`config.mk`:
```
export PLATFORM = sky130hd
export DESIGN_NAME = uart_rx
export DESIGN_NICKNAME = d
export VERILOG_FILES = /design/src/rtl/uart_defs_pkg.sv /design/src/rtl/uart_rx_fifo.sv /design/src/rtl/uart_rx.sv
export SDC_FILE = /design/constraint.sdc
export NUM_CORES = 1
export LEC_CHECK = 0
export ABC_AREA = 1
export CORE_UTILIZATION = 38
export DETAILED_ROUTE_END_ITERATION = 8
export HOLD_SLACK_MARGIN = 0.15
export SLEW_MARGIN = 15
export SYNTH_ARGS = -nofsm -noshare
export SYNTH_HDL_FRONTEND = slang
export SYNTH_SLANG_ARGS = --single-unit
```
`constraint.sdc`:
```
create_clock -name clock -period 5.66 [get_ports clock]
set_input_delay 1.132 -clock clock [delete_from_list [all_inputs] [get_ports clock]]
set_output_delay 1.132 -clock clock [all_outputs]
set_load 0.05 [all_outputs]
```
`src/rtl/uart_defs_pkg.sv`:
```
// Shared UART definitions: baud divider computation and receiver FSM state encodings.
`timescale 1ns/1ps
package uart_defs_pkg;

  typedef enum logic [2:0] {
    ST_IDLE  = 3'd0,
    ST_START = 3'd1,
    ST_DATA  = 3'd2,
    ST_STOP  = 3'd3,
    ST_BREAK = 3'd4
  } uart_state_t;

  function automatic int bit_div(input int clk_hz, input int baud);
    return clk_hz / baud;
  endfunction

endpackage

```
`src/rtl/uart_rx_fifo.sv`:
```
// Synchronous receive FIFO with a registered head byte and registered valid flag.
`timescale 1ns/1ps
module uart_rx_fifo #(
  parameter int DEPTH = 4
) (
  input  logic       clock,
  input  logic       reset,
  input  logic       push,
  input  logic [7:0] push_data,
  input  logic       pop,
  output logic       full,
  output logic       empty,
  output logic [7:0] head,
  output logic       head_valid
);

  localparam int AW = $clog2(DEPTH);

  logic [7:0]  mem [DEPTH];
  logic [AW:0] wr_ptr, rd_ptr, wr_next, rd_next;
  logic        wr_en, rd_en;
  logic [7:0]  head_next;

  assign empty = (wr_ptr == rd_ptr);
  assign full  = (wr_ptr[AW] != rd_ptr[AW]) && (wr_ptr[AW-1:0] == rd_ptr[AW-1:0]);
  assign rd_en = pop & ~empty;
  // A pop frees the slot on the same edge, so a full FIFO still accepts a push then.
  assign wr_en = push & (~full | rd_en);

  assign wr_next = wr_ptr + {{AW{1'b0}}, wr_en};
  assign rd_next = rd_ptr + {{AW{1'b0}}, rd_en};

  always_comb begin
    head_next = 8'h00;
    if (rd_next != wr_next) begin
      if (wr_en && (rd_next[AW-1:0] == wr_ptr[AW-1:0]))
        head_next = push_data;
      else
        head_next = mem[rd_next[AW-1:0]];
    end
  end

  always_ff @(posedge clock) begin
    if (wr_en)
      mem[wr_ptr[AW-1:0]] <= push_data;
  end

  always_ff @(posedge clock or negedge reset) begin
    if (!reset) begin
      wr_ptr     <= '0;
      rd_ptr     <= '0;
      head       <= 8'h00;
      head_valid <= 1'b0;
    end else begin
      wr_ptr     <= wr_next;
      rd_ptr     <= rd_next;
      head       <= head_next;
      head_valid <= (rd_next != wr_next);
    end
  end

endmodule

```
`src/rtl/uart_rx.sv`:
```
// 8N1 UART receiver: line synchroniser, mid-bit sampling FSM and receive FIFO.
`timescale 1ns/1ps
module uart_rx
  import uart_defs_pkg::*;
#(
  parameter int CLK_HZ     = 50_000_000,
  parameter int BAUD       = 115_200,
  parameter int FIFO_DEPTH = 4
) (
  input  logic       clock,
  input  logic       reset,
  input  logic       rxd_line,
  output logic [7:0] rx_data,
  output logic       rx_valid,
  input  logic       rx_ready,
  output logic       frame_err,
  output logic       overrun
);

  // state   | meaning
  // IDLE    | line idle, waiting for a falling edge
  // START   | half a bit in, confirm start bit is still low
  // DATA    | sample 8 data bits at bit centres, LSB first
  // STOP    | sample stop bit; high pushes the byte, low flags a framing error
  // BREAK   | line held low after a framing error, wait for it to go high

  localparam int BIT_DIV = bit_div(CLK_HZ, BAUD);
  localparam int CW      = $clog2(BIT_DIV);
  localparam logic [CW-1:0] CNT_FULL = CW'(BIT_DIV - 1);
  localparam logic [CW-1:0] CNT_HALF = CW'(BIT_DIV / 2 - 1);

  uart_state_t   state;
  logic [CW-1:0] cnt;
  logic [2:0]    bit_idx;
  logic [7:0]    shreg;
  logic          sync1, rxd_s, rxd_prev;
  logic          push_q;
  logic [7:0]    push_byte;
  logic          fifo_full, fifo_empty, pop;

  assign pop = rx_valid & rx_ready;

  always_ff @(posedge clock or negedge reset) begin
    if (!reset) begin
      sync1    <= 1'b1;
      rxd_s    <= 1'b1;
      rxd_prev <= 1'b1;
    end else begin
      sync1    <= rxd_line;
      rxd_s    <= sync1;
      rxd_prev <= rxd_s;
    end
  end

  always_ff @(posedge clock or negedge reset) begin
    if (!reset) begin
      state     <= ST_IDLE;
      cnt       <= '0;
      bit_idx   <= 3'd0;
      shreg     <= 8'h00;
      push_q    <= 1'b0;
      push_byte <= 8'h00;
      frame_err <= 1'b0;
    end else begin
      push_q    <= 1'b0;
      frame_err <= 1'b0;
      case (state)
        ST_IDLE: begin
          cnt <= '0;
          if (rxd_prev && !rxd_s)
            state <= ST_START;
        end
        ST_START: begin
          if (cnt == CNT_HALF) begin
            cnt <= '0;
            if (!rxd_s) begin
              state   <= ST_DATA;
              bit_idx <= 3'd0;
            end else begin
              state <= ST_IDLE;
            end
          end else begin
            cnt <= cnt + 1'b1;
          end
        end
        ST_DATA: begin
          if (cnt == CNT_FULL) begin
            cnt     <= '0;
            shreg   <= {rxd_s, shreg[7:1]};
            bit_idx <= bit_idx + 1'b1;
            if (bit_idx == 3'd7)
              state <= ST_STOP;
          end else begin
            cnt <= cnt + 1'b1;
          end
        end
        ST_STOP: begin
          if (cnt == CNT_FULL) begin
            cnt <= '0;
            if (rxd_s) begin
              push_q    <= 1'b1;
              push_byte <= shreg;
              state     <= ST_IDLE;
            end else begin
              frame_err <= 1'b1;
              state     <= ST_BREAK;
            end
          end else begin
            cnt <= cnt + 1'b1;
          end
        end
        ST_BREAK: begin
          cnt <= '0;
          if (rxd_s)
            state <= ST_IDLE;
        end
        default: begin
          state <= ST_IDLE;
          cnt   <= '0;
        end
      endcase
    end
  end

  // A byte is lost only if no slot frees up on the edge it is written.
  always_ff @(posedge clock or negedge reset) begin
    if (!reset)
      overrun <= 1'b0;
    else
      overrun <= push_q & fifo_full & ~pop;
  end

  uart_rx_fifo #(.DEPTH(FIFO_DEPTH)) u_fifo (
    .clock      (clock),
    .reset      (reset),
    .push       (push_q),
    .push_data  (push_byte),
    .pop        (pop),
    .full       (fifo_full),
    .empty      (fifo_empty),
    .head       (rx_data),
    .head_valid (rx_valid)
  );

  logic unused_empty;
  assign unused_empty = fifo_empty;

endmodule
```
# Word-level counts from Yosys, hierarchy flattened

Memory sizes are Yosys's and may differ from the RTL's.
Index checks and enable logic that the tools add are counted.

Output and inout port bits: 11
ROM bits: 0
Bits in registers: 52
Logic and storage cells: 85
Input port bits: 4
Memories: 1
Latch bits: 0
RAM bits: 32

Shift-type cells: 0
Multiply operators: 0
Add/subtract/negate cells: 4
Reductions and logical operators: 11
$lt $le $gt $ge: 0
Bitwise gates (word level): 9
Mux-type cells: 26
Div/mod/pow operators: 0
Equal/unequal tests: 19

Memories:

| memory     | depth | bits a word | read ports | clocked after Yosys merged registers in | wr ports | line               | source |
|---|---|---|---|---|---|---|---|
| u_fifo.mem | 4     | 8           | 1          | 0                                       | 1        | uart_rx_fifo.sv:19 | `logic [7:0] mem [DEPTH];` |

Operators by type and width:

| operator                                                        | number |
|---|---|
| 3-bit two-way mux                                               | 10 |
| 9-bit two-way mux                                               | 2 |
| 9-bit case mux with 2 select lines                              | 1 |
| 8-bit two-way mux                                               | 2 |
| 3-bit case mux with 5 select lines                              | 1 |
| 2-bit != test, second input constant                            | 7 |
| 9-bit by 1-bit adder with 9-bit output, second input constant   | 1 |
| 9-bit by 8-bit == test with 1-bit output, second input constant | 1 |
| 9-bit == test, second input constant                            | 1 |
| 1-bit two-way mux                                               | 8 |
| 3-bit by 1-bit adder with 3-bit output                          | 2 |
| 3-bit by 2-bit == test with 1-bit output, second input constant | 2 |
| 3-bit == test, second input constant                            | 2 |
| 3-bit case mux with 2 select lines                              | 1 |
| 6-bit AND reduction                                             | 1 |
| 1-bit AND                                                       | 5 |
| 2-bit == test                                                   | 2 |
| 4-bit AND reduction                                             | 1 |
| 3-bit by 1-bit adder with 3-bit output, second input constant   | 1 |
| 3-bit by 1-bit == test with 1-bit output, second input constant | 1 |
| 3-bit == test                                                   | 1 |
| 1-bit logical AND                                               | 3 |
| 3-bit zero test                                                 | 1 |
| 3-bit != test                                                   | 1 |
| 9 further kinds                                                 | 11 |

# Logic depth before layout (Yosys ltp)

Gate-level depths: netlist of the first run.

Depth after elaboration: 8
Depth in mapped cells: 17
Mapped depth without buffers: 17

# Modules after synthesis

Synthesis of the first run repeated with hierarchy kept, for this count alone.

Cell total of the unflattened synthesis: 374
Area total of the unflattened synthesis: 3,753.6 µm²

By module, submodules not included:

| module       | instances | area an instance (µm²) | cells each | sequential area each (µm²) |
|---|---|---|---|---|
| uart_rx_fifo | 1         | 2,082.0                | 182        | 1,336.3 |
| uart_rx      | 1         | 1,671.6                | 192        | 929.6 |

# Least setup slack after synthesis of the first run

OpenSTA, ideal clock, no wires.

Kind: input to register
Start point: input rx_ready
End point: register u_fifo.head[0]
Data required time: 5.546 ns
Arrival time: 2.745 ns
Stages: 14
Slack: 2.801 ns
Buffers on the path: 1
Setup time: 0.114 ns
Cells stage by stage: nand2_1 -> inv_1 -> nor2_1 -> nand2_1 -> buf_6 -> nand2_1 -> inv_1 -> ha_1 -> ha_1 -> xor2_1 -> nor2_1 -> nand3_2 -> nand2_1 -> nor2_1

Cells in the longest elaborated chain, start to end: 7
Elaborated cells on any way between the ends: 12
Classes of those cells: add/sub (2); eq/ne (2); mux (2); bitwise (4); reduce/logical (1); memory (1)

Ends and longest elaborated chain:

| what                                   | line               | source |
|---|---|---|
| start: declaration                     | uart_rx.sv:15      | `input logic rx_ready,` |
| 1-bit AND                              | uart_rx.sv:41      | `assign pop = rx_valid & rx_ready;` |
| 1-bit AND                              | uart_rx_fifo.sv:26 | `assign rd_en = pop & ~empty;` |
| 1-bit OR                               | uart_rx_fifo.sv:28 | `assign wr_en = push & (~full \| rd_en);` |
| 1-bit AND                              | uart_rx_fifo.sv:28 |  |
| 3-bit by 1-bit adder with 3-bit output | uart_rx_fifo.sv:30 | `assign wr_next = wr_ptr + {{AW{1'b0}}, wr_en};` |
| named net u_fifo.wr_next[1]            | uart_rx_fifo.sv:20 | `logic [AW:0] wr_ptr, rd_ptr, wr_next, rd_next;` |
| 3-bit != test                          | uart_rx_fifo.sv:35 | `if (rd_next != wr_next) begin` |
| 8-bit two-way mux                      | uart_rx_fifo.sv:35 |  |
| named net u_fifo.head_next[0]          | uart_rx_fifo.sv:22 | `logic [7:0] head_next;` |
| end signal: assignment                 | uart_rx_fifo.sv:57 | `head <= head_next;` |
| end: declaration                       | uart_rx_fifo.sv:13 | `output logic [7:0] head,` |

The timed path passes the listed nets, and every way through them passes these cells.
A chain may end at the register's enable or synchronous reset.

# Worst setup path after layout of the first run

Start point: input rx_ready
End point: register u_fifo.head[7]

Same word-level chain as after synthesis.

==> results of run 1 <==
[worst max-delay path, cell delays in order]
cell and delay [ps]:
clkdlybuf4s50_1 390, nand2_1 50, inv_1 50, nor2_1 100
nand2_1 260, nand2_1 240, inv_1 60, ha_1 180
ha_1 310, xor2_1 170, nor2_1 210, nand3_2 210
nand2_1 140, nor2_1 40
[layer usage]
layer  GRT usage, %  part of all wire [%]  vias to the layer above
li1               -                     -                     1289
met1          19.79                    47                     1169
met2          25.59                    48                       37
met3          5.176                   4.6                        7
met4          4.348                  0.96                        0
met5              0                     0                        -
[through the flow]
stage          hold slack [ps]  worst slack [ps]  power [mW]  area (um2)  utilization [%]
2_1_floorplan            345.2              2801      0.7787        3741                -
3_3_place_gp             347.5              2040      0.8131        4020            42.90
3_5_place_dp             350.1              1983      0.8143        4020            42.90
4_1_cts                  361.9              2366       1.196        4194            44.75
5_1_grt                  369.4              2149       1.249        4194            44.75
6_report                 358.8              2375       1.182        4194            44.75
[path summary, 6_finish.rpt]
path                                     to  slack [ps]  cells after the start
max                          u_fifo.head[7]        2380                     14
min                                   rxd_s         360                      0
max reg2reg                  u_fifo.head[1]        2900                     17
min reg2reg                           rxd_s         360                      0
max in group asynchronous  u_fifo.wr_ptr[2]        4330                      2
min in group asynchronous        bit_idx[1]         880                      2
[area by class of cell]
class | count | area [um2] | share of cell area [%]
clock inverters | 7 | 50.05 | 1.193
repair buffers | 19 | 172.7 | 4.117
clock buffers | 9 | 123.9 | 2.953
flip-flops and latches | 84 | 2266 | 54.03
inverters | 49 | 186.4 | 4.445
well taps | 129 | 161.4 | 3.848
multi-input cells | 249 | 1234 | 29.42
[cell usage in the layout (no fill, tap or decap), types with 3 or more instances in the layout]
cell,n
nor2_2,3
o21ai_1,8
nand2_1,126
dfstp_2,3
nor2_1,31
inv_1,43
edfxtp_1,32
clkbuf_8,9
xor2_1,6
inv_2,5
dfrtp_1,49
nand4_1,11
inv_6,3
ha_1,9
nand3_1,22
nor3_1,10
o21ai_0,8
buf_4,5
clkdlybuf4s50_1,13
[cell families (layout without fill, tap and decap cells)]
group,after synthesis,count (layout)
compound gates,17,17
simple gates,215,215
fa+ha+maj,9,9
xor+xnor,8,8
flops,84,84
buf+inv,56,84
[registers in the layout (all words and copies together) (netlist names)]
register,cells
sync1,1
cnt,9
frame_err,1
shreg,8
u_fifo.rd_ptr,3
bit_idx,3
overrun,1
rxd_prev,1
push_q,1
u_fifo.head,8
u_fifo.wr_ptr,3
rxd_s,1
u_fifo.head_valid,1
u_fifo.mem,32
push_byte,8
state,3
[where the power goes]
| part | switching, mW | internal (mW) | leakage [nW] | total [mW] |
|---|---|---|---|---|
| combinational | 0.0928 | 0.0409 | 0.761 | 0.134 |
| clock | 0.220 | 0.162 | 0.0857 | 0.382 |
| sequential | 0.0210 | 0.646 | 1.08 | 0.667 |
| total | 0.334 | 0.848 | 1.93 | 1.18 |
==> impl_metrics.csv, run 1 <==
group,metric,value,unit
clocking,cts.sinks,84,
timing,worst_pin_slew,673.1,ps
timing,slew_headroom,55.13,%
worst_setup_path,crit_start,"rx_ready",
clocking,htree_levels,3,
detailed_routing,first_pass_iters,6,
synth,netlist_area,0.003741,mm2
place,gp_congestion,0.8181,
synth,yosysTopAreaCellShare,32.78,%
synth,synth-compound-area-share,2.274,%
detailed_routing,routed-via-count,2502,
clocking,tritoncts,"yes",
min_path,hold_class,"reg2reg",
clocking,clock-root-buffer,"clkbuf_8",
timing,min_period,3285,ps
timing,slew_violations,0,
synth,synthXorXnorAreaFrac,1.873,%
synth,synthSimpleGateAreaFrac,25.82,%
min_path,min_from,"sync1",
worst_setup_path,required,5920,ps
synth,ys_async_sr_fraction,61.90,%
place,hpwl,4780,um
die,initial_utilization,39.92,%
detailed_routing,post_drt_wl_per_cell,12.45,um
global_routing,grt_pass1_wl,11990,um
timing,hold_viol_final,0,
global_routing,globalRouteOverflowTotal,0,
place,place_inst,530,
timing,tns,0,ps
synth,synth_top_family_by_area,"simple AND/OR/NAND/NOR gates",
cells_and_area,instances_no_fill,546,
global_routing,grt_max_degree,53,
cells_and_area,fin_nets,425,
synth,synth.most_common_cell,"nand2_1",
synth,syn_inst,389,
pwr,p_leak,1.930,nW
clocking,clk_pin_slew,90,ps
synth,seq_area_frac_synth,60.57,%
synth,syn_nets,402,
clocking,clockBufferDepth,2,
synth,ys_warn_count,0,
die,ios,15,
global_routing,antenna_found_initial,0,
synth,synth_enable_flop_cells,32,
place,port_buffers,14,
global_routing,first_global_vias,2564,
run,cap_violations,0,
die,fp-row-count,35,
detailed_routing,remaining_drc_errors,0,
pwr,power.density,281.9,mW/mm2
synth,synthFlopType,"dfrtp_1",
clocking,holdBufCountCts,0,
worst_setup_path,cp-end-kind,"flop",
detailed_routing,ant_nets,0,
die,die_area,0.01025,mm2
timing,clock.fmax,0.3044,GHz
worst_setup_path,rr_startpoint,"u_fifo.wr_ptr[1]",
worst_setup_path,crit_path_start_kind,"input pin",
timing,fin_skew,11.08,ps
pwr,peakVddDrop,0.2077,mV
clocking,clk_latency,360,ps
die,fp.dieW,101.2,um
worst_setup_path,crit_fanout,11,
die,core,0.009371,mm2
detailed_routing,via_per_inst,4.582,
timing,setup_viol_count_final,0,
synth,synthTopCellsByArea,"dfrtp_1 (33%), edfxtp_1 (26%), nand2_1 (13%)",
clocking,cts_resized,0,
clocking,cts_inserted_buffers,9,
clocking,post-cts-setup-buffer-count,0,
timing,rsz0062_at_grt,"no",
synth,synth.area.mux_share,0,%
synth,synth_common_cells,"nand2_1 (126), dfrtp_1 (49), inv_1 (43), edfxtp_1 (32), nor2_1 (31)",
synth,synth_fa_ha_area_share,3.010,%
timing,min_period_over_period,58.04,%
detailed_routing,first_iter_violations,94,
worst_setup_path,arrival,3550,ps
synth,synth.avg_cell_area,9.617,um2
cells_and_area,drive_above_1_share,10.31,%
synth,synth-seq-cells,84,
synth,yosysTopAreaCell,"dfrtp_1",
global_routing,grt_usage,15.60,%
cells_and_area,n_antenna_cell,0,
cells_and_area,nFillCells,931,
detailed_routing,routed_wl,6798,um
run_status,status,"finished, final reports clean",
cells_and_area,synthToLayoutAreaGrowth,12.11,%
worst_setup_path,crit_type,"in2reg",
die,die_y,101.2,um
synth,ys_types,30,
(Power assumes the default switching activity.)
==> run 2: changes to the inputs <==
Clock period 5.66 ns to 3 ns, I/O delays scaled along.
==> run 2 against run 1 <==
Compared with the run above:
- register-to-register slack worse by 2300 ps
- die area unchanged
- sequential power up 89%
- worst setup slack worse by 1800 ps
- largest cell class unchanged
- combinational power up 89%
==> impl_metrics.csv, run 2 (synthesis gave the netlist of run 1 again) <==
group,metric,value,unit
clocking,clock-root-buffer,"clkbuf_8",
detailed_routing,routed-via-count,2506,
pwr,peakVddDrop,0.3923,mV
detailed_routing,routed_wl,6561,um
cells_and_area,n_antenna_cell,0,
cells_and_area,layout_common_cells,"nand2_1 (126), dfrtp_1 (49), inv_1 (43)",
global_routing,grt_pass1_wl,11450,um
clocking,cts_inserted_buffers,9,
clocking,cts.sinks,84,
clocking,clk_latency,350,ps
clocking,holdBufCountCts,0,
place,hpwl,4594,um
global_routing,grt_max_degree,53,
die,fp-row-count,35,
detailed_routing,first_pass_iters,4,
die,core,0.009371,mm2
place,port_buffers,14,
timing,slew_violations,0,
cells_and_area,fin_nets,430,
clocking,post-cts-setup-buffer-count,0,
clocking,htree_levels,3,
pwr,p_leak,1.979,nW
detailed_routing,via_per_inst,4.548,
timing,hold_ws,235.7,ps
global_routing,grt_usage,14.75,%
die,die_area,0.01025,mm2
timing,fin_skew,8.473,ps
timing,min_period_over_period,80.26,%
global_routing,antenna_found_initial,0,
clocking,clk_pin_slew,80,ps
clocking,clockBufferDepth,2,
detailed_routing,remaining_drc_errors,0,
die,die_y,101.2,um
place,gp_congestion,0.8795,
timing,tns,0,ps
die,initial_utilization,39.92,%
timing,setup_viol_count_final,0,
min_path,hold_class,"in2async",
pwr,p_total,2.360,mW
run,cap_violations,0,
run_status,status,"finished, final reports clean",
worst_setup_path,crit_type,"reg2reg",
timing,clock.fmax,0.4153,GHz
timing,hold_viol_final,0,
detailed_routing,first_iter_violations,98,
detailed_routing,ant_nets,0,
timing,worst_pin_slew,507.7,ps
die,fp.dieW,101.2,um
worst_setup_path,crit_fanout,9,
worst_setup_path,crit_path_start_kind,"flop",
cells_and_area,mostFrequentLayoutCell,"nand2_1",
timing,rsz0062_at_grt,"no",
cells_and_area,drive_above_1_share,11.61,%
cells_and_area,nFillCells,913,
die,ios,15,
clocking,cts_resized,0,
clocking,tritoncts,"yes",
detailed_routing,post_drt_wl_per_cell,11.91,um
global_routing,globalRouteOverflowTotal,0,
worst_setup_path,required,3270,ps
worst_setup_path,arrival,2680,ps
timing,min_period,2408,ps
cells_and_area,largest_register_ffs,32,
timing,slew_headroom,66.05,%
global_routing,first_global_vias,2462,
pwr,power.density,550.7,mW/mm2
worst_setup_path,cp-end-kind,"flop",
cells_and_area,synthToLayoutAreaGrowth,14.55,%
==> run 2: final timing paths <==
kind                                  start              to  slack, ps  cells past startpoint
setup / recovery           u_fifo.wr_ptr[1]  u_fifo.head[1]        590                     17
hold / removal                        reset        state[0]        240                      2
setup reg to reg           u_fifo.wr_ptr[1]  u_fifo.head[1]        590                     17
hold reg to reg                       sync1           rxd_s        360                      0
max in group asynchronous             reset        rxd_prev       2500                      2
min in group clock                    sync1           rxd_s        360                      0
==> run 2: worst max-delay path, cell delays in order, from the launching register on <==
cell and delay, ps:
dfrtp_1 460, inv_2 80, nand2_1 60, nand2_1 60, nor2_2 120, nand2_1 60
nand2_1 50, inv_1 40, ha_1 180, ha_1 390, inv_2 60, nand2_1 50
nand2_1 80, nor2_4 250, nand3_4 150, nand2_1 100, inv_1 40, nor2_1 100
==> run 2: stage by stage <==
stage | cells | utilization (%) | worst slack (ps) | area, um2
2_1_floorplan | 389 | - | 640.0 | 3741
6_report | 551 | 45.73 | 592.3 | 4285
3_3_place_gp | 535 | 43.43 | 308.8 | 4070
3_5_place_dp | 535 | 43.43 | 276.7 | 4070
4_1_cts | 551 | 45.73 | 573.5 | 4285
5_1_grt | 551 | 45.73 | 323.9 | 4285
==> run 2: cell type report <==
class / count / area, um2 / share of cell area (%)
Multi-Input combinational cell: 249 / 1234 / 28.79
Inverter: 49 / 186.4 / 4.350
Tap cell: 129 / 161.4 / 3.766
Clock buffer: 9 / 123.9 / 2.891
Timing Repair Buffer: 24 / 222.7 / 5.197
Clock inverter: 7 / 91.34 / 2.131
Sequential cell: 84 / 2266 / 52.88
==> run 2: where the power goes <==
part | internal [mW] | switching (mW) | leakage, nW
Clock | 0.465 | 0.383 | 0.107
Sequential | 1.22 | 0.0395 | 1.08
Combinational | 0.0794 | 0.174 | 0.789
==> run 2: routing by layer <==
metal / GRT usage (%) / routed length, um / vias to the layer above
met4: 4.348 / 59 / 0
met5: 0 / 0 / -
met1: 17.88 / 3036 / 1177
met3: 3.796 / 223 / 6
met2: 25.90 / 3241 / 29
li1: - / - / 1294
==> run 3: changes to the inputs <==
Clock period 3 ns to 2.1 ns, I/O delays scaled along.
==> run 3 against run 2 <==
Compared with the run above:
- sequential cell count stayed put
- largest power group unchanged
- critical endpoint is now u_fifo.head[0]
- cell count is 4.4% higher
- non-clock buffer count is 23 higher
- critical path type unchanged
- first-iteration DRC count is 31% lower
- critical path depth shrank 1
- sequential power grew 43%
- combinational power up 45%
- utilization up 3.3 points
- via count up 4.5%
==> impl_metrics.csv, run 3 (synthesis gave the netlist of run 1 again) <==
group,metric,value,unit
timing,hold_viol_final,0,
die,fp.dieW,101.2,um
global_routing,first_global_vias,2546,
pwr,combPwrFrac,10.9,%
place,pre_cts_ws,-266.6,ps
clocking,cts_inserted_buffers,9,
cells_and_area,n_antenna_cell,0,
detailed_routing,via_per_inst,4.555,
worst_setup_path,slowest_stage,"dfrtp_2",
place,port_buffers,14,
pwr,switching_share,25.17,%
detailed_routing,post_drt_wl_per_cell,12.44,um
detailed_routing,routedLengthMet1,3269,um
worst_setup_path,required,2340,ps
timing,worst_pin_slew,529.9,ps
cells_and_area,drive_above_1_share,20.85,%
cells_and_area,mostFrequentLayoutCell,"nand2_1",
detailed_routing,routed-via-count,2619,
cells_and_area,synthToLayoutAreaGrowth,22.88,%
global_routing,antenna_found_initial,0,
pwr,p_total,3.377,mW
pwr,p_seq_share,53.3,%
detailed_routing,first_pass_iters,4,
worst_setup_path,crit_top_cell,"nand2_1",
die,core,0.009371,mm2
worst_setup_path,crit_fanout,4,
global_routing,grt_pass1_wl,11870,um
global_routing,grt_max_degree,35,
pwr,p_int,2.527,mW
worst_setup_path,crit_type,"reg2reg",
global_routing,globalRouteOverflowTotal,0,
die,ios,15,
clocking,clockBufferDepth,2,
worst_setup_path,crit_chain,"nand2_1 -> nand2_1 -> nor2_2 -> nand2_1 -> nand2_1 -> inv_1 -> ha_2 -> ha_4 -> inv_2 -> nand2_2 -> nand2_2 -> nor2_4 -> buf_6 -> nand4_1 -> nand2_2 -> nor2_2",
timing,slew_headroom,64.57,%
timing,final.setup.worst_slack,14.45,ps
die,fp-row-count,35,
clocking,tritoncts,"yes",
clocking,clk_pin_slew,80,ps
run,cap_violations,0,
worst_setup_path,r2r_slack,10,ps
pwr,p_leak,2.096,nW
die,die_area,0.01025,mm2
worst_setup_path,rr_startpoint,"u_fifo.wr_ptr[1]",
place,hpwl,4907,um
die,initial_utilization,39.92,%
place,gp_congestion,0.7330,
timing,fin_skew,7.177,ps
cells_and_area,layout_common_cells,"nand2_1 (116), dfrtp_1 (47), inv_1 (42)",
pwr,p_switching,0.8501,mW
global_routing,grt_usage,15.35,%
run_status,status,"finished, final reports clean",
pwr,peakVddDrop,0.5034,mV
min_path,hold_class,"reg2reg",
detailed_routing,routed_wl,7152,um
detailed_routing,remaining_drc_errors,0,
worst_setup_path,cp-end-kind,"flop",
worst_setup_path,arrival,2330,ps
worst_setup_path,slowest_delay,430,ps
timing,clock.fmax,0.4795,GHz
timing,setup_viol_count_final,0,
worst_setup_path,timing.rr.end,"u_fifo.head[0]",
clocking,htree_levels,3,
timing,rsz0062_at_grt,"yes",
detailed_routing,dr.max_layer_used,"met4",
timing,min_period,2086,ps
detailed_routing,ant_nets,0,
cells_and_area,largest_register_ffs,32,
min_path,hold-path-endpoint,"rxd_s",
timing,tns,0,ps
pwr,clockPowerShare,35.8,%
detailed_routing,first_iter_violations,68,
timing,min_period_over_period,99.31,%
timing,slew_violations,0,
worst_setup_path,ff2ff_path_depth,16,
detailed_routing,wl_met2,3645,um
die,die_y,101.2,um
detailed_routing,dr_wl_met3,183,um
min_path,min_from,"sync1",
cells_and_area,fin_nets,454,
clocking,clock-root-buffer,"clkbuf_8",
worst_setup_path,crit_path_start_kind,"flop",
clocking,clk_latency,340,ps
min_path,whs_path_depth,0,
pwr,power.density,734.6,mW/mm2
clocking,cts.sinks,84,
[run 3: cell types whose count changed in the layout (fill, tap and decap cells not counted), moves of 3 or more]
cell,delta
ha_1,-4
clkbuf_1,+3
nand2_1,-10
nand2_2,+8
nor2_1,-3
buf_4,+19
[run 3: power groups by stage]
stage / clock network [mW] / logic, mW / registers (mW)
floorplan: 0 / 0.280 / 1.82
global placement: 0 / 0.363 / 1.83
detailed placement: 0 / 0.371 / 1.83
CTS: 1.25 / 0.373 / 1.80
global route: 1.31 / 0.431 / 1.81
finish: 1.21 / 0.368 / 1.80
[run 3: layout make-up]
| type | count | area (um2) |
|---|---|---|
| sequential | 84 | 2268 |
| multi-input combinational | 250 | 1354 |
| clock inverter | 4 | 73.82 |
| fill | 893 | 4775 |
| clock buffer | 12 | 135.1 |
| inverter | 49 | 186.4 |
| timing repair buffer | 47 | 417.9 |
| tap | 129 | 161.4 |
[run 3: worst max-delay path by stage]
stage,from,endpoint,slack [ps],depth (start not counted)
2_1_floorplan,u_fifo.head_valid,u_fifo.head[0],8,14
3_3_place_gp,rx_ready,u_fifo.head[2],-220,14
3_5_place_dp,rx_ready,u_fifo.head[2],-270,14
4_1_cts,u_fifo.wr_ptr[0],u_fifo.head[5],-10,17
5_1_grt,u_fifo.wr_ptr[0],u_fifo.head[0],-90,17
6_report,u_fifo.wr_ptr[1],u_fifo.head[0],10,16
[run 3: worst max-delay path, delay by kind of cell, from the launching register on]
kind / cells / cell delay, ps
adder cells (fa/ha/maj): 2 / 470
buffers and inverters: 3 / 200
flip-flops: 1 / 430
AND/OR/NAND/NOR: 11 / 880
[run 3: metrics by stage]
step | cell area [um2] | util [%] | std cells | hold slack (ps)
2_1_floorplan | 3789 | - | 389 | 124.4
3_3_place_gp | 4205 | 44.87 | 545 | 347.3
3_5_place_dp | 4205 | 44.87 | 545 | 348.8
4_1_cts | 4532 | 48.36 | 573 | 360.9
5_1_grt | 4597 | 49.05 | 575 | 367.5
6_report | 4597 | 49.05 | 575 | 358.9
[run 3: timing repair]
action / in CTS / in global routing
hold endpoints to repair: 15 / 0
gates cloned: 1 / 0
resized for setup: 8 / 12
setup buffers: 10 / 2
setup endpoints to repair: 8 / 9
pin swaps: 9 / 17
hold buffers: 1 / 0
[run 3: layer usage]
metal / GRT usage, % / vias to the layer above
li1: - / 1344
met2: 27.37 / 29
met4: 4.013 / 0
met1: 18.29 / 1240
met5: 0 / -
met3: 4.210 / 6
